## src/rtl/memory_pkg.sv

```systemverilog
`default_nettype none
// ============================================================================
//  Module      : memory_pkg
//  Description : Shared L1 instruction-cache types and sizing constants used by
//                the lookup, array and refill logic.
//  Revision    : 1.0 - initial release with refill controller types
// ============================================================================
package memory_pkg;

    localparam int ICACHE_L1_ASSOCIATIVITY = 4;
    localparam int ICACHE_L1_SETS          = 64;
    localparam int ICACHE_L1_TAG_WIDTH     = 20;
    localparam int ICACHE_LINE_WIDTH       = 128;
    localparam int ICACHE_L1_IDX_WIDTH     = $clog2(ICACHE_L1_SETS);

    typedef logic [ICACHE_L1_TAG_WIDTH-1:0]     icache_L1_tag_t;
    typedef logic [ICACHE_LINE_WIDTH-1:0]       icache_line_t;
    typedef logic [ICACHE_L1_ASSOCIATIVITY-1:0] icache_hit_vec_t;
    typedef logic [ICACHE_L1_IDX_WIDTH-1:0]     icache_L1_idx_t;
    typedef logic [ICACHE_L1_TAG_WIDTH+ICACHE_L1_IDX_WIDTH-1:0] icache_line_addr_t;

    // Refill controller states; explicit 3-bit encoding.
    typedef enum logic [2:0] {
        ST_IDLE  = 3'd0,
        ST_REQ   = 3'd1,
        ST_WAIT  = 3'd2,
        ST_WRITE = 3'd3,
        ST_SWEEP = 3'd4
    } icache_refill_state_t;

endpackage : memory_pkg
`default_nettype wire

```

## src/rtl/icache_victim_sel.sv

```systemverilog
`default_nettype none
// ============================================================================
//  Module      : icache_victim_sel
//  Description : Replacement-way chooser. Picks the lowest-index invalid way;
//                when the whole set is valid, falls back to a round-robin
//                pointer that only moves when a valid way is replaced.
//  Revision    : 1.0 - initial release
// ============================================================================
module icache_victim_sel
    import memory_pkg::*;
#(
    parameter int N_WAY = ICACHE_L1_ASSOCIATIVITY,
    localparam int PTR_W = $clog2(N_WAY)
) (
    input  logic             clk_i,
    input  logic             rst_n,
    input  logic [N_WAY-1:0] valid_vec_i,
    input  logic             advance_i,
    output logic [N_WAY-1:0] victim_o,
    output logic             all_valid_o
);

    logic [PTR_W-1:0] rr_ptr;

    // Round-robin pointer: steps (with wrap) each time a valid way is evicted.
    always_ff @(posedge clk_i or negedge rst_n) begin
        if (!rst_n) begin
            rr_ptr <= '0;
        end else if (advance_i) begin
            if (rr_ptr == PTR_W'(N_WAY - 1)) begin
                rr_ptr <= '0;
            end else begin
                rr_ptr <= rr_ptr + PTR_W'(1);
            end
        end
    end

    // First-invalid priority encoder with round-robin fallback, one-hot out.
    always_comb begin
        logic found;
        victim_o    = '0;
        found       = 1'b0;
        all_valid_o = &valid_vec_i;
        for (int i = 0; i < N_WAY; i++) begin
            if (!found && !valid_vec_i[i]) begin
                victim_o[i] = 1'b1;
                found       = 1'b1;
            end
        end
        if (!found) begin
            victim_o = N_WAY'(1) << rr_ptr;
        end
    end

endmodule : icache_victim_sel
`default_nettype wire

```

## src/rtl/icache_refill_ctrl.sv

```systemverilog
`default_nettype none
// ============================================================================
//  Module      : icache_refill_ctrl
//  Description : L1 icache refill / invalidation controller. Fetches missing
//                lines from L2, writes tag/data/valid into the chosen victim
//                way, and sweeps every set to clear valid bits after reset
//                and on flush.
//  Revision    : 1.0 - initial release
// ============================================================================
module icache_refill_ctrl
    import memory_pkg::*;
#(
    parameter int N_WAY  = ICACHE_L1_ASSOCIATIVITY,
    parameter int N_SETS = ICACHE_L1_SETS,
    localparam int IDX_W = $clog2(N_SETS)
) (
    input  logic                           clk_i,
    input  logic                           rst_n,
    // lookup side
    input  logic                           miss_i,
    input  icache_L1_tag_t                 miss_tag_i,
    input  logic [IDX_W-1:0]               miss_idx_i,
    input  logic [N_WAY-1:0]               valid_vec_i,
    input  logic                           flush_i,
    output logic                           busy_o,
    // L2 request channel
    output logic                           l2_req_valid_o,
    input  logic                           l2_req_ready_i,
    output logic [ICACHE_L1_TAG_WIDTH+IDX_W-1:0] l2_req_addr_o,
    // L2 answer channel
    input  logic                           l2_ans_valid_i,
    output logic                           l2_ans_ready_o,
    input  icache_line_t                   l2_ans_line_i,
    // array write port
    output logic                           wr_en_o,
    output logic [N_WAY-1:0]               wr_way_o,
    output logic [IDX_W-1:0]               wr_idx_o,
    output icache_L1_tag_t                 wr_tag_o,
    output icache_line_t                   wr_line_o,
    output logic                           wr_valid_o,
    output logic                           refill_done_o
);

    icache_refill_state_t state, state_nxt;

    icache_L1_tag_t     tag_q;
    logic [IDX_W-1:0]   idx_q;
    logic [N_WAY-1:0]   way_q;
    logic               way_was_valid_q;
    icache_line_t       line_q;
    logic               flush_pend;
    logic [IDX_W-1:0]   sweep_cnt;

    logic               sweep_last;
    logic               flush_now;
    logic               accept_miss;
    logic [N_WAY-1:0]   victim;
    logic               all_valid;
    logic               rr_advance;

    assign sweep_last  = (sweep_cnt == IDX_W'(N_SETS - 1));
    // A flush arriving in the same cycle as a miss still takes priority.
    assign flush_now   = flush_pend | flush_i;
    assign accept_miss = (state == ST_IDLE) && miss_i && !flush_now;
    assign rr_advance  = (state == ST_WRITE) && way_was_valid_q;

    icache_victim_sel #(
        .N_WAY (N_WAY)
    ) u_victim_sel (
        .clk_i       (clk_i),
        .rst_n       (rst_n),
        .valid_vec_i (valid_vec_i),
        .advance_i   (rr_advance),
        .victim_o    (victim),
        .all_valid_o (all_valid)
    );

    // State register.
    always_ff @(posedge clk_i or negedge rst_n) begin
        if (!rst_n) begin
            state <= ST_IDLE;
        end else begin
            state <= state_nxt;
        end
    end

    // Next-state logic.
    always_comb begin
        state_nxt = state;
        case (state)
            ST_IDLE: begin
                if (flush_now) begin
                    state_nxt = ST_SWEEP;
                end else if (miss_i) begin
                    state_nxt = ST_REQ;
                end
            end
            ST_REQ: begin
                if (l2_req_ready_i) begin
                    state_nxt = ST_WAIT;
                end
            end
            ST_WAIT: begin
                if (l2_ans_valid_i) begin
                    state_nxt = ST_WRITE;
                end
            end
            ST_WRITE: begin
                state_nxt = flush_pend ? ST_SWEEP : ST_IDLE;
            end
            ST_SWEEP: begin
                if (sweep_last) begin
                    state_nxt = ST_IDLE;
                end
            end
            default: state_nxt = ST_IDLE;
        endcase
    end

    // Miss context and returned line; held until the refill write.
    always_ff @(posedge clk_i or negedge rst_n) begin
        if (!rst_n) begin
            tag_q           <= '0;
            idx_q           <= '0;
            way_q           <= '0;
            way_was_valid_q <= 1'b0;
            line_q          <= '0;
        end else begin
            if (accept_miss) begin
                tag_q           <= miss_tag_i;
                idx_q           <= miss_idx_i;
                way_q           <= victim;
                way_was_valid_q <= all_valid;
            end
            if ((state == ST_WAIT) && l2_ans_valid_i) begin
                line_q <= l2_ans_line_i;
            end
        end
    end

    // Pending-flush flag and sweep counter; a new flush beats the clear.
    always_ff @(posedge clk_i or negedge rst_n) begin
        if (!rst_n) begin
            flush_pend <= 1'b1;
            sweep_cnt  <= '0;
        end else begin
            if (flush_i) begin
                flush_pend <= 1'b1;
            end else if ((state == ST_SWEEP) && sweep_last) begin
                flush_pend <= 1'b0;
            end
            if (state == ST_SWEEP) begin
                sweep_cnt <= sweep_last ? '0 : sweep_cnt + IDX_W'(1);
            end
        end
    end

    // Output decode from registered state and latched data only.
    always_comb begin
        busy_o         = (state != ST_IDLE);
        l2_req_valid_o = 1'b0;
        l2_req_addr_o  = '0;
        l2_ans_ready_o = 1'b0;
        wr_en_o        = 1'b0;
        wr_way_o       = '0;
        wr_idx_o       = '0;
        wr_tag_o       = '0;
        wr_line_o      = '0;
        wr_valid_o     = 1'b0;
        refill_done_o  = 1'b0;
        case (state)
            ST_REQ: begin
                l2_req_valid_o = 1'b1;
                l2_req_addr_o  = {tag_q, idx_q};
            end
            ST_WAIT: begin
                l2_ans_ready_o = 1'b1;
            end
            ST_WRITE: begin
                wr_en_o       = 1'b1;
                wr_way_o      = way_q;
                wr_idx_o      = idx_q;
                wr_tag_o      = tag_q;
                wr_line_o     = line_q;
                wr_valid_o    = 1'b1;
                refill_done_o = 1'b1;
            end
            ST_SWEEP: begin
                wr_en_o  = 1'b1;
                wr_way_o = '1;
                wr_idx_o = sweep_cnt;
            end
            default: ;
        endcase
    end

endmodule : icache_refill_ctrl
`default_nettype wire
```

## config.mk

```make
export PLATFORM = sky130hd
export DESIGN_NAME = icache_refill_ctrl
export DESIGN_NICKNAME = d
export VERILOG_FILES = /design/src/rtl/memory_pkg.sv /design/src/rtl/icache_victim_sel.sv /design/src/rtl/icache_refill_ctrl.sv
export SDC_FILE = /design/constraint.sdc
export NUM_CORES = 1
export LEC_CHECK = 0
export ABC_AREA = 1
export CORE_ASPECT_RATIO = 0.5
export CORE_MARGIN = 3
export CORE_UTILIZATION = 38
export CTS_CLUSTER_DIAMETER = 60
export DETAILED_ROUTE_END_ITERATION = 10
export GPL_TIMING_DRIVEN = 0
export HOLD_SLACK_MARGIN = 0.06
export PLACE_DENSITY_LB_ADDON = 0.12
export SKIP_LAST_GASP = 1
export SYNTH_ARGS = -nofsm -noshare
export SYNTH_HDL_FRONTEND = slang
export SYNTH_HIERARCHICAL = 1
export SYNTH_SLANG_ARGS = --single-unit
export TNS_END_PERCENT = 20
```

## constraint.sdc

```tcl
create_clock -name clk_i -period 1.6 [get_ports clk_i]
set_input_delay 0.48 -clock clk_i [delete_from_list [all_inputs] [get_ports clk_i]]
set_output_delay 0.48 -clock clk_i [all_outputs]
set_load 0.02 [all_outputs]
```

==> out/results.txt <==
Clock tree synthesis found a total of 171 sinks. The worst endpoint required time was 1.12 ns. The number of antenna violations at the first check in global routing was 1; the clock buffer count from CTS was 17. Detailed routing placed a total of 13500 um of wire on met2. Total wire length: 26100 um. Compared with the post-synthesis result, the final layout area differs by 64.5%.

The checks that failed: setup timing. The worst clock skew on the final layout was 0.0107 ns; the area share of the leading cell type in the synthesized netlist was 54.0%. IR analysis of the VDD net gives a maximum drop of 814 uV.

The detailed router used layers up to and including met4. Setup repair after global routing could not meet its margin everywhere. Yosys printed 6 warnings.

Wire segments on met3 add up to 1460 um in the final route. The number of nets in the layout was 1539. After floorplanning, the core was sized to cover 0.0199 sq mm. Setup total negative slack on the finished layout was measured at -112.01 ns.

Dividing the synthesized area by the synthesized cell count gives 7.97 sq um. For the global-route usage over all layers, the log shows 22.5%. In this run, the number of DRC markers left after iteration 0 of detailed routing was 466.

During I/O placement, the number of pins put on the boundary was 354. The number of enable flip-flop cells after synthesis is 0. The leakage power came out at 7.04 nW. Fill cells in the final layout number 1758. Of the cells placed in the final design, the portion with a size suffix greater than 1 is 29.8%. Overall power consumption after layout is estimated at 10.5 mW. The worst-case setup margin in the final layout is -0.654 ns, and the maximum number of pins on one net before global-route repair is 120. Post-DP HPWL: 19300 um. The worst setup path is captured at an output port. Yosys attributes the largest share of cell area to dfrtp_1 (54%), nor2_1 (15%), inv_1 (8.4%).

The path type of the worst setup path was register to output port. The shortest clock period the worst path allows after layout is 2.25 ns, and the remaining routing DRC violations is 0. After clock tree synthesis, the clock-pin slew on the worst setup and hold paths is 0.07 ns. Dividing the final minimum period by the clock period gives 141%. The die is 108 um tall. Maximum clock frequency: 444 MHz.

The number of distinct library cells after synthesis is 25. In this run the tightest slew margin relative to its limit is 58.7%. The most common cell in the synthesized netlist is nor2_1. Of all nets on the critical path, the largest fanout is 10. In this run the remaining antenna-violating nets after routing total 0.

The via count of the first global-routing pass was 7721. The number of pins exceeding their max-slew limit in the final report was 0; the number of buffers added on ports was 353. The power density over cell area works out to 807 mW/mm^2.

The slew at the pin closest to its max-slew limit was 0.620 ns; the initial core utilization was 39.6%. Among all flip-flop cells after synthesis, the most frequent one is dfrtp_1. In this run the clock root is driven by a clkbuf_16. The die covers 0.0226 sq mm. The first detailed-routing pass ran for 5 iterations. The worst setup path is launched from a register. The class of the tightest hold or removal check was register to register. After synthesis, the share of flip-flops with an asynchronous set or reset is 100%. Summing every instance area after synthesis gives 0.00788 sq mm.

Setup violations remaining at the end of the flow were counted as 310. TritonCTS built the clock tree. Counting every net in the synthesized netlist gives 1158. The maximum number of buffers from clock root to sink is 2. Counting flops and latches in the post-synthesis netlist gives 171. The global-route wire length before repair came out at 40400 um. After technology mapping, the gate count stands at 989. The flow ran to the end, but the final reports show violations.

Sequential cells were found to cover 54.3% of the synthesized design area. The count of maximum capacitance violations was 0; the placer congestion estimate was 0.811. The tools report the global route total overflow as 0.

The run gives 0.43 ns as the clock latency at the later pin of the worst-skew pair. STA puts the critical path data arrival time at 1.77 ns. CTS built an H-tree with a depth of 4.

Measured along the x axis, the die boundary spans 210 um. Dividing the detail-routed via count by the number of cells gives 4.71. dfrtp_1 takes more of the synthesized area than any other cell. The post-route met1 wirelength was 10700 um. The number of rows created at floorplan was 36. The commonest cells after synthesis are nor2_1 (317), inv_1 (176), dfrtp_1 (170), a21oi_1 (120), nand2_1 (61).

The final-report hold violation count was 0. After detailed routing, the average wire length per cell comes to 15.8 um. The tools report the via count as 7772.
## placed cells by master, fill, tap and decap left out, types with 3 or more instances in the layout
cell / count
nor2_1: 211
inv_1: 174
dfrtp_1: 168
clkdlybuf4s50_1: 162
a21oi_1: 120
buf_4: 99
buf_6: 66
nand2_1: 60
nor2_4: 58
buf_2: 55
nor2_2: 50
o21ai_0: 31
clkbuf_16: 19
a21oi_2: 11
buf_12: 10
nand3_1: 10
dlygate4sd2_1: 9
o21ai_1: 6
ha_1: 5
clkbuf_2: 5
clkbuf_8: 4
inv_2: 4
buf_8: 4
inv_6: 4
o22ai_1: 4
o21ai_2: 3
nand4_1: 3
bufinv_16: 3
clkinv_4: 3
## what timing repair did
action / in CTS / in global routing
hold buffers: 1 / 0
setup endpoints to repair: 193 / 454
resized for setup: 688 / 413
endpoints found under the hold margin: 52 / 0
gates cloned: 0 / 2
setup buffers: 3 / 3
## registers in the layout (all words and copies together), names as in the netlist
register,flops
way_was_valid_q,1
way_q,4
state,3
sweep_cnt,6
line_q,128
idx_q,6
flush_pend,1
u_victim_sel/rr_ptr,2
tag_q,20
## path summary, 6_finish.rpt
kind	start	end	slack [ns]	cells after the start
worst max-delay path	state[2]	wr_line_o[77]	-0.65	6
worst min-delay path	line_q[1]	line_q[1]	0.51	2
worst max register to register	state[2]	line_q[94]	-0.07	9
worst min register to register	line_q[1]	line_q[1]	0.51	2
max in group asynchronous	rst_n	state[0]	0.10	3
min in group asynchronous	rst_n	line_q[104]	0.56	2
## per-layer routing
layer,global-route usage (%),vias to the layer above
li1,-,3747
met1,27.7,3779
met2,40.4,215
met3,5.12,31
met4,5.30,0
met5,0,-
## power by group
group	total, mW	internal, mW	leakage (nW)	switching (mW)
clock	4.39	2.60	0.307	1.78
sequential	4.61	4.48	1.55	0.129
combinational	1.46	0.692	5.18	0.769
total	10.5	7.78	7.04	2.68
## metrics by stage
stage                     instances  setup slack, ns  area [sq um]  util [%]  hold slack, ns
after floorplan                 989           -0.177          8150         -           0.184
after global routing           1650           -0.713         13000      65.1           0.527
after CTS                      1644           -0.684         12300      61.8           0.513
after detailed placement       1609            -1.23         12000      60.5           0.419
final                          1651           -0.654         13000      65.1           0.511
after global placement         1608            -7.07         12000      60.3           0.492
## logic make-up after synthesis
kind of cell	synth area share (%)
fa+ha+maj	0.794
flops	54.3
compound gates	12.0
xor+xnor	0.111
buf+inv	13.3
simple gates	19.5
## critical path: stages (launching register included)
cell and delay (ns):
dfrtp_1 0.41, inv_2 0.13, nand3_4 0.16, clkbuf_16 0.23
buf_12 0.16, nor2_1 0.10, buf_4 0.15
## area by class of cell
cell class	instances	area, sq um	area share, %
sequential	171	4280	33.0
timing repair buffer	363	3280	25.3
multi-input combinational	583	3170	24.4
inverter	179	677	5.22
buffer	55	599	4.62
clock buffer	20	467	3.60
tap	266	333	2.57
clock inverter	12	160	1.24
antenna	2	5.00	0.0386
Note: power is estimated with default switching activity, not from simulation.
